==> src/rtl/shared_arb_pkg.sv <==
// Shared types for the shared-slave arbiter.
// FSM state encoding and owner-index width helper.
package shared_arb_pkg;

    typedef enum logic [1:0] {
        IDLE = 2'd0,
        ADDR = 2'd1,
        RESP = 2'd2
    } state_e;

    localparam int WDOG_W = 16;

    function automatic int idx_w(input int n);
        return (n <= 2) ? 1 : $clog2(n);
    endfunction

endpackage

==> src/rtl/shared_slave_arbiter_rr_pick.sv <==
// Circular priority encoder: first set request at or after ptr_i.
// Purely combinational; ptr_i is always below N.
module rr_pick #(
    parameter int N  = 3,
    parameter int IW = 2
) (
    input  logic [N-1:0]  req_i,
    input  logic [IW-1:0] ptr_i,
    output logic [IW-1:0] idx_o,
    output logic          valid_o
);

    // Scan offsets from the pointer; the first hit wins.
    always_comb begin
        idx_o   = '0;
        valid_o = 1'b0;
        for (int i = 0; i < N; i++) begin
            for (int j = 0; j < N; j++) begin
                if (!valid_o && req_i[j] && (j == (int'(ptr_i) + i) % N)) begin
                    valid_o = 1'b1;
                    idx_o   = IW'(j);
                end
            end
        end
    end

endmodule

==> src/rtl/shared_slave_arbiter.sv <==
// Round-robin share of one single-outstanding slave port.
// One transaction in flight, response watchdog, stale-response drop.
module shared_slave_arbiter
    import shared_arb_pkg::*;
#(
    parameter int NB_REQ     = 3,
    parameter int ADDR_WIDTH = 32,
    parameter int DATA_WIDTH = 32,
    parameter int TIMEOUT    = 255,
    localparam int IW        = idx_w(NB_REQ),
    localparam int BW        = DATA_WIDTH / 8
) (
    input  logic                         clk,
    input  logic                         rst,
    input  logic [NB_REQ-1:0]            req_i,
    input  logic [NB_REQ*ADDR_WIDTH-1:0] addr_i,
    input  logic [NB_REQ-1:0]            we_i,
    input  logic [NB_REQ*DATA_WIDTH-1:0] wdata_i,
    input  logic [NB_REQ*BW-1:0]         be_i,
    output logic [NB_REQ-1:0]            gnt_o,
    output logic [NB_REQ-1:0]            rvalid_o,
    output logic [DATA_WIDTH-1:0]        rdata_o,
    output logic                         err_o,
    output logic                         s_req_o,
    output logic [ADDR_WIDTH-1:0]        s_addr_o,
    output logic                         s_we_o,
    output logic [DATA_WIDTH-1:0]        s_wdata_o,
    output logic [BW-1:0]                s_be_o,
    input  logic                         s_gnt_i,
    input  logic                         s_rvalid_i,
    input  logic [DATA_WIDTH-1:0]        s_rdata_i,
    input  logic                         s_err_i,
    output logic                         busy_o,
    output logic [IW-1:0]                owner_o
);

    state_e              state_q;
    logic [IW-1:0]       owner_q;
    logic [IW-1:0]       rr_ptr_q;
    logic [WDOG_W-1:0]   wdog_q;
    logic                stale_q;

    logic [IW-1:0]       pick_idx;
    logic                pick_valid;
    logic                resp_ok;
    logic                wdog_hit;
    logic [IW-1:0]       next_ptr_d;

    rr_pick #(
        .N  (NB_REQ),
        .IW (IW)
    ) u_pick (
        .req_i   (req_i),
        .ptr_i   (rr_ptr_q),
        .idx_o   (pick_idx),
        .valid_o (pick_valid)
    );

    // Response qualification: a real answer beats a simultaneous watchdog expiry.
    always_comb begin
        resp_ok    = (state_q == RESP) && s_rvalid_i && !stale_q;
        wdog_hit   = (state_q == RESP) && !resp_ok &&
                     (wdog_q == WDOG_W'(TIMEOUT - 1));
        next_ptr_d = (owner_q == IW'(NB_REQ - 1)) ? '0 : owner_q + 1'b1;
    end

    // Owner field mux toward the slave and one-hot demux back to requesters.
    always_comb begin
        s_addr_o  = '0;
        s_we_o    = 1'b0;
        s_wdata_o = '0;
        s_be_o    = '0;
        gnt_o     = '0;
        rvalid_o  = '0;
        for (int k = 0; k < NB_REQ; k++) begin
            if (owner_q == IW'(k)) begin
                if (state_q == ADDR) begin
                    s_addr_o  = addr_i[k*ADDR_WIDTH +: ADDR_WIDTH];
                    s_we_o    = we_i[k];
                    s_wdata_o = wdata_i[k*DATA_WIDTH +: DATA_WIDTH];
                    s_be_o    = be_i[k*BW +: BW];
                    gnt_o[k]  = s_gnt_i;
                end
                rvalid_o[k] = resp_ok || wdog_hit;
            end
        end
        s_req_o = (state_q == ADDR);
        rdata_o = resp_ok ? s_rdata_i : '0;
        err_o   = resp_ok ? s_err_i : wdog_hit;
        busy_o  = (state_q != IDLE);
        owner_o = owner_q;
    end

    // Transaction FSM with ownership, rotation pointer, watchdog and stale tracking.
    always_ff @(posedge clk or posedge rst) begin
        if (rst) begin
            state_q  <= IDLE;
            owner_q  <= '0;
            rr_ptr_q <= '0;
            wdog_q   <= '0;
            stale_q  <= 1'b0;
        end else begin
            if (s_rvalid_i && stale_q) begin
                stale_q <= 1'b0;
            end
            unique case (state_q)
                IDLE: begin
                    if (pick_valid) begin
                        owner_q <= pick_idx;
                        state_q <= ADDR;
                    end
                end
                ADDR: begin
                    if (s_gnt_i) begin
                        wdog_q  <= '0;
                        state_q <= RESP;
                    end
                end
                RESP: begin
                    if (resp_ok) begin
                        rr_ptr_q <= next_ptr_d;
                        state_q  <= IDLE;
                    end else if (wdog_hit) begin
                        stale_q  <= 1'b1;
                        rr_ptr_q <= next_ptr_d;
                        state_q  <= IDLE;
                    end else begin
                        wdog_q <= wdog_q + 1'b1;
                    end
                end
                default: state_q <= IDLE;
            endcase
        end
    end

endmodule

==> config.mk <==
export PLATFORM = sky130hd
export DESIGN_NAME = shared_slave_arbiter
export DESIGN_NICKNAME = d
export VERILOG_FILES = /design/src/rtl/shared_arb_pkg.sv /design/src/rtl/shared_slave_arbiter_rr_pick.sv /design/src/rtl/shared_slave_arbiter.sv
export SDC_FILE = /design/constraint.sdc
export NUM_CORES = 1
export LEC_CHECK = 0
export BUFFER_PORTS_ARGS = -buffer_cell sky130_fd_sc_hd__buf_2
export CELL_PAD_IN_SITES_DETAIL_PLACEMENT = 0
export CELL_PAD_IN_SITES_GLOBAL_PLACEMENT = 2
export CORE_AREA = 5 5 179 129
export DETAILED_ROUTE_END_ITERATION = 12
export DIE_AREA = 0 0 184 134
export PLACE_DENSITY = 0.95
export SETUP_SLACK_MARGIN = 0.5
export SLEW_MARGIN = 30
export SYNTH_ARGS = -nofsm -noshare
export SYNTH_HDL_FRONTEND = slang
export SYNTH_SLANG_ARGS = --single-unit
==> constraint.sdc <==
create_clock -name clk -period 5.25 [get_ports clk]
set_input_delay 1.575 -clock clk [delete_from_list [all_inputs] [get_ports clk]]
set_output_delay 1.575 -clock clk [all_outputs]
set_load 0.01 [all_outputs]
* Word level (Yosys, flattened, before mapping)
Index checks and enable logic that the tools add are counted.
** Storage, ports and cells
- Output and inout port bits :: 112
- Logic and storage cells :: 139
- Flip-flop bits (word level) :: 23
** Cells by class
- Equal/unequal tests :: 16
- $add $sub $neg :: 4
- Reduce and logical (&&, ||, !) cells :: 45
- Muxes and demuxes :: 66
- Divide/modulo/power cells :: 3
** Operator list (number)
- 32-bit 2-to-1 mux :: 13
- 2-bit by 32-bit equality test with 1-bit output (first input constant) :: 3
- 3-bit by 32-bit equality test with 1-bit output (first input constant) :: 3
- 32-bit zero test :: 3
- 32-bit by 3-bit modulo with 32-bit output (second input constant) :: 2
- 16-bit 2-to-1 mux :: 3
- 3-bit by 3-bit modulo with 32-bit output (second input constant) :: 1
- 16-bit one-hot mux with 2 select lines :: 1
- 1-bit 2-to-1 mux :: 28
- 2-bit 2-to-1 mux :: 14
- 4-bit 2-to-1 mux :: 6
- 1-bit logical AND :: 22
- 16-bit by 1-bit adder with 16-bit output (second input constant) :: 1
- 16-bit by 8-bit equality test with 1-bit output (second input constant) :: 1
- 1-bit zero test :: 10
- 2-bit != test (second input constant) :: 3
- 2-bit one-hot mux with 3 select lines :: 1
- 2-bit nonzero test :: 3
- 2-bit by 1-bit equality test with 1-bit output (second input constant) :: 2
- 2-bit equality test (second input constant) :: 2
- 2-bit zero test :: 2
- 2-bit AND reduction :: 2
- 4-bit AND reduction :: 1
- 2-bit by 1-bit adder with 3-bit output (second input constant) :: 1
- 6 further kinds :: 6

* Logic depth before layout (Yosys ltp)
Gate-level depths: netlist (run 1).
- Word-level depth :: 38
- Depth in mapped cells :: 7
- Gate-level depth less buffers :: 6

* By module
A second synthesis (run 1) with hierarchy kept.
** Second synthesis, totals
- Cell total of the unflattened synthesis :: 507
- Area total of the unflattened synthesis :: 3364.5 um2
** By module, submodules not included
- shared_slave_arbiter :: area an instance 3249.4 um2, instances 1, sequential area each 575.6 um2, cells each 491
- rr_pick :: area an instance 115.1 um2, instances 1, sequential area each 0.0 um2, cells each 16

* Worst setup path after synthesis (run 1)
Ideal clock, no wire load.
- Path kind :: input-to-output
- Start :: in s_rvalid_i
- End :: out rdata_o[10]
- Data arrival time :: 2.541 ns
- Path slack :: 1.134 ns
- Cell stages on the path :: 4
- Buffers on the path :: 2
- Cell sequence :: nor2b_1 > clkbuf_1 > clkbuf_1 > and3_1
** On the way
- Word-level cells in the longest chain between the ends :: 3
** Ends and longest elaborated chain
- start: declaration :: RTL line shared_slave_arbiter.sv:30 : input logic s_rvalid_i,
- 1-bit logical AND (2 in a row) :: RTL line shared_slave_arbiter.sv:61 : resp_ok = (state_q == RESP) && s_rvalid_i && !stale_q;
- 32-bit 2-to-1 mux :: RTL line shared_slave_arbiter.sv:88 : rdata_o = resp_ok ? s_rdata_i : '0;
- end: declaration :: RTL line shared_slave_arbiter.sv:22 : output logic [DATA_WIDTH-1:0] rdata_o,
No other way between the ends.

* Worst setup path after layout (run 1)
- Start :: in s_rvalid_i
- End :: out rvalid_o[0]
** On the way
- Word-level cells in the longest chain between the ends :: 7
** Ends and longest elaborated chain
- 1-bit logical AND * (2 in a row) :: RTL line shared_slave_arbiter.sv:61
- 1-bit zero test :: RTL line shared_slave_arbiter.sv:62 : wdog_hit = (state_q == RESP) && !resp_ok &&
- 1-bit logical AND (2 in a row) :: RTL line shared_slave_arbiter.sv:62
- 1-bit logical OR * :: RTL line shared_slave_arbiter.sv:84 : rvalid_o[k] = resp_ok || wdog_hit;
- 1-bit 2-to-1 mux * :: RTL line shared_slave_arbiter.sv:76 : if (owner_q == IW'(k)) begin
- end: declaration :: RTL line shared_slave_arbiter.sv:21 : output logic [NB_REQ-1:0] rvalid_o,
Mark *: on every way between the ends. The rest lies on a longest branch, timed or not.

==> results.cfg, run 1 <==
[placement]
place_area_mm2 = 0.00536
port_buffers = 358
pre_cts_ws_ps = 1090
gp_congestion = 0.802
hpwl_mm = 13.0
placedCellCount = 1111

[yosys]
muxShareOfSynthArea_pct = 24.5
synthDistinctLibCells = 37
synth_area_mm2 = 0.00331
synth_adder_area_share_pct = 1.51
ys_seq_area_share_pct = 17.4
synthSimpleGateAreaFrac_pct = 34.2
async_flop_share_pct = 100
ys_ff_latch = 23
synth_compound_area_share_pct = 16.0
synth_fp_nets = 760
ys_warn_count = 0
synth-xor-area-share_pct = 0
synth_top_family_by_area = simple AND/OR/NAND/NOR gates
ys.flop_type = dfrtp_1
syn_avg_cell_area_um2 = 6.51
netlist_instances = 509
synth_edf_count = 0

[critical_path]
cp-start-kind = input pin
crit_required_ps = 3680
end_kind = primary output
crit_fanout = 5
critPathKind = input pin to primary output
cpMostUsedCell = buf_2
reg2reg_depth = 6
rr_endpoint = wdog_q[1]
crit_chain = buf_2 > nand2b_1 > nand2_1 > o31a_1 > nor3_1 > buf_2
max_stage_delay_ps = 400
critPathSlowestCell = o31a_1
rrSetupSlack_ps = 3090
rr_startpoint = wdog_q[0]
cp.arrival_ps = 2570

[power]
p_switching_mw = 1.09
p_leak_nw = 3.06
p_int_mw = 0.952
pwr-share-seq_pct = 11.6
power_density_mw_per_mm2 = 375
vdd_drop_max_mv = 0.172
p_clk_share_pct = 8.2
combPwrFrac_pct = 80.2
total_power_mw = 2.04
swShare_pct = 53.4

[timing]
fmax_ghz = 0.241
skew_ps = 2.01
worst_slack_ps = 1100
finalHoldViolCount = 0
slew_viol_final = 0
fin_tns_setup_ps = 0
rsz0062_at_grt = no
slew_headroom_pct = 43.5
setup_violations = 0
period_share_pct = 79.0
fin_crit_ps = 4150
worst_slew_pin_slew_ps = 848

[clocking]
htree_levels = 1
tritoncts = yes
post-cts-setup-buffers = 0
clk_latency_ps = 260
cts_root_buf = clkbuf_16
cts_resized = 0
clk_pin_slew_ps = 60
clkSinkCount = 23
cts_buffers = 3
clock_path_buffers = 2
hold_buffers = 0

[finish]
drive_above_1_share_pct = 46.0
diodes = 0
nets = 1085
fin_cells = 1115
design_area_mm2 = 0.00544
final_cell_mix = buf_2, nor2_1, mux2i_1
final_common_cell = buf_2
area_growth_pct = 64.2
nFillCells = 2406

[detailed_routing]
drt_iter0_drc = 179
firstDrtPassIters = 8
ant_nets = 0
via_per_inst = 4.22
drc = 0
routed_wl_mm = 16.1
routedWlPerCell_um = 14.5
vias = 4704

[min_path]
holdPathStages = 1
holdPathEnd = wdog_q[4]
worstHoldStart = wdog_q[4]
hold_class = flop to flop

[die]
die_h_um = 134
core_mm2 = 0.0213
num_rows = 45
die_width_um = 184
boundaryPins = 359
die_area_mm2 = 0.0247
initial_core_util_pct = 15.6

[grt]
antenna_found_initial = 2
grt_pass1_vias = 4443
grt-ovfl-total = 0
grt_first_pass_wirelength_mm = 23.6
grt_max_degree = 77
grt.total_usage_pct = 11.5

[outcome]
run_status = completed

[flow_run]
drv_cap = 0
==> flip-flops by register name, summed over array words and instances, names as in the netlist <==
signal    cells
owner_o       2
rr_ptr_q      2
stale_q       1
state_q       2
wdog_q       16
==> worst max-delay path, delay by kind of cell <==
kind / cells / cell delay [ps]
and+or+nand+nor: 3 / 330
buffers and inverters: 2 / 260
AOI/OAI and AO/OA: 1 / 400
==> layer usage <==
| metal | part of all wire (%) | vias to the layer above | GRT usage (%) |
|---|---|---|---|
| li1 | - | 2408 | - |
| met5 | 0.21 | - | 0 |
| met3 | 9.8 | 8 | 2.25 |
| met4 | 0.48 | 4 | 0.903 |
| met2 | 47 | 227 | 20.2 |
| met1 | 42 | 2057 | 15.3 |
==> final cells by class <==
class | count | area [um^2] | share of cell area (%)
clock buffers | 3 | 75.1 | 1.38
clock inverters | 1 | 5.00 | 0.0920
well taps | 282 | 353 | 6.48
multi-input cells | 433 | 2540 | 46.6
inverters | 10 | 37.5 | 0.690
flip-flops and latches | 23 | 581 | 10.7
repair buffers | 363 | 1850 | 34.1
==> worst max-delay path by stage <==
stage / start / end / slack, ps
final: s_rvalid_i / rvalid_o[0] / 1100
after detailed placement: s_rvalid_i / rvalid_o[0] / 1090
after global routing: s_rvalid_i / rvalid_o[0] / 960
after CTS: s_rvalid_i / rvalid_o[0] / 1090
after floorplan: s_rvalid_i / rdata_o[10] / 1130
after global placement: s_rvalid_i / rvalid_o[0] / 1090
==> synthesized netlist by cell type (all sizes together) (2+ instances only) <==
master | number | area [um^2]
nor2 | 152 | 571
mux2i | 79 | 791
a21oi | 76 | 380
clkbuf | 36 | 135
and3 | 34 | 213
dfrtp | 23 | 576
nand2 | 22 | 82.6
o21ai | 13 | 65.1
inv | 10 | 37.5
buf | 7 | 40.0
or3 | 6 | 37.5
nand3 | 5 | 25.0
ha | 4 | 50.1
nor3 | 4 | 20.0
o31ai | 4 | 30.0
or2 | 4 | 25.0
or4 | 4 | 33.8
nand2b | 3 | 18.8
nand4 | 3 | 18.8
nor4 | 3 | 18.8
mux2 | 2 | 22.5
nor4b | 2 | 17.5
o22ai | 2 | 12.5
==> cells by family (layout without fill, tap and decap cells) <==
family	Yosys count	count (layout)
simple gates	248	248
compound gates	100	100
mux	81	81
buf+inv	53	377
flops	23	23
fa+ha+maj	4	4
==> power by group through the flow <==
stage | combinational, mW | sequential [mW] | clock (mW)
after detailed placement | 1.66 | 0.240 | 0
final | 1.64 | 0.238 | 0.167
after CTS | 1.67 | 0.238 | 0.170
after global placement | 1.66 | 0.239 | 0
after floorplan | 1.06 | 0.231 | 0
after global routing | 1.81 | 0.241 | 0.179
==> stage by stage <==
stage	hold WS (ps)	utilization, %
floorplan	457	-
global placement	479	25.2
detailed placement	490	25.2
CTS	497	25.6
global route	523	25.6
finish	498	25.6
Power figures use the tool's default switching activity.
==> inputs of run 2 (changes only) <==
CORE_AREA = 5 5 190 137   (was 5 5 179 129)
DIE_AREA = 0 0 195 142   (was 0 0 184 134)
PLACE_DENSITY = 0.9   (was 0.95)
clock period = 3.3 ns   (was 5.25 ns; I/O delays follow)
==> run 2 against run 1 <==
Critical endpoint unchanged. Critical path type unchanged. Final cell count rose by 7.0%. Sequential share of layout area is 1.3 points lower. Worst hold slack better by 11 ps. Largest cell class unchanged. Total power grew 83%. Core utilization is 0.20 points higher.
==> results.cfg, run 2 (synthesis gave the netlist of run 1 again) <==
[die]
die_area_mm2 = 0.0277
die_width_um = 195
die_h_um = 142
initial_core_util_pct = 13.7
boundaryPins = 359
num_rows = 48
core_mm2 = 0.0241

[timing]
fin_tns_setup_ps = 0
period_share_pct = 86.8
rsz0062_at_grt = yes
slew_headroom_pct = 57.3
fmax_ghz = 0.349
finalHoldViolCount = 0
setup_violations = 0
slew_viol_final = 0
fin_crit_ps = 2860
worst_slew_pin_slew_ps = 641
skew_ps = 4.30

[critical_path]
rr_startpoint = state_q[0]
end_kind = primary output
startpoint = s_rvalid_i
crit_fanout = 4
cp.arrival_ps = 1870
endpoint = rvalid_o[0]
crit_required_ps = 2310
critPathKind = input pin to primary output
rrSetupSlack_ps = 1300
rr_endpoint = wdog_q[15]
reg2reg_depth = 4
cp-start-kind = input pin

[placement]
port_buffers = 358
place_area_mm2 = 0.00548
gp_congestion = 0.914
hpwl_mm = 13.2

[grt]
grt.total_usage_pct = 10.9
met2_usage_pct = 18.9
grt-ovfl-total = 0
grt_pass1_vias = 4643
grt_use_met1_pct = 14.2
antenna_found_initial = 3
use_met3_pct = 2.77
grt_first_pass_wirelength_mm = 24.9
grt_max_degree = 75
grt-busiest-layer = met2

[power]
vdd_drop_max_mv = 0.392
p_leak_nw = 3.33
power_density_mw_per_mm2 = 601

[clocking]
tritoncts = yes
htree_levels = 1
hold_buffers = 0
clock_path_buffers = 2
clk_pin_slew_ps = 60
cts_root_buf = clkbuf_16
clk_latency_ps = 260
clkSinkCount = 23
cts_buffers = 3

[detailed_routing]
via_per_inst = 4.21
drt_iter0_drc = 220
vias = 5026
routedWlPerCell_um = 15.4
ant_nets = 0
drc = 0
firstDrtPassIters = 4
routed_wl_mm = 18.4

[finish]
final_common_cell = buf_2
diodes = 0
nFillCells = 2673
nets = 1120
final_cell_mix = buf_2, nor2_1, mux2i_1
design_area_mm2 = 0.00622
largest_register_ffs = 16
regMostFlops = wdog_q
drive_above_1_share_pct = 51.5
area_growth_pct = 87.8

[flow_run]
drv_cap = 0

[min_path]
hold_class = flop to flop

[outcome]
run_status = completed
## run 2: metal layers
layer  part of all wire [%]  routed length [um]  vias up
met1                     44                8120     2290
met3                    8.7                1590       21
met2                     46                8530      232
met4                   0.71                 131        6
li1                       -                   -     2477
met5                   0.18                  34        -
## run 2: final cells by class
cell class / count / area (um^2) / share of cell area (%)
Timing Repair Buffer: 398 / 2420 / 38.9
Multi-Input combinational cell: 433 / 2690 / 43.3
Tap cell: 325 / 407 / 6.53
Inverter: 10 / 37.5 / 0.603
Sequential cell: 23 / 583 / 9.37
Clock buffer: 4 / 78.8 / 1.27
## run 2: per-stage QoR
stage	total power [mW]	worst slack, ps	util, %	hold WS, ps	instances
floorplan	2.05	503	-	457	509
global placement	3.10	336	22.7	490	1161
detailed placement	3.09	303	22.7	500	1161
CTS	3.46	449	23.5	511	1171
global route	4.07	354	25.8	544	1193
finish	3.74	437	25.8	509	1193
## run 2: critical path, cell delays in order
cell,delay [ps]
buf_8,100
nand2b_4,70
nand2_4,60
o31a_1,340
nor3_2,160
buf_2,150
## run 2: how the worst min path moves through the flow
stage | startpoint | to | slack (ps) | cells after the start
6_report | wdog_q[4] | wdog_q[4] | 510 | 1
3_3_place_gp | wdog_q[4] | wdog_q[4] | 490 | 1
2_1_floorplan | state_q[1] | state_q[0] | 460 | 1
3_5_place_dp | wdog_q[4] | wdog_q[4] | 500 | 1
5_1_grt | wdog_q[6] | wdog_q[6] | 540 | 1
4_1_cts | wdog_q[6] | wdog_q[6] | 510 | 1
## run 2: power by group
group	total [mW]	switching [mW]	internal (mW)	leakage, nW
Clock	0.268	0.103	0.165	0.0382
Combinational	3.08	1.75	1.34	2.99
Sequential	0.393	0.0630	0.330	0.306
## run 2: repair_timing
item	CTS	global route
setup buffers	5	11
setup endpoints to repair	97	95
gates resized for setup	11	55
gates cloned	1	11
pin swaps	3	14
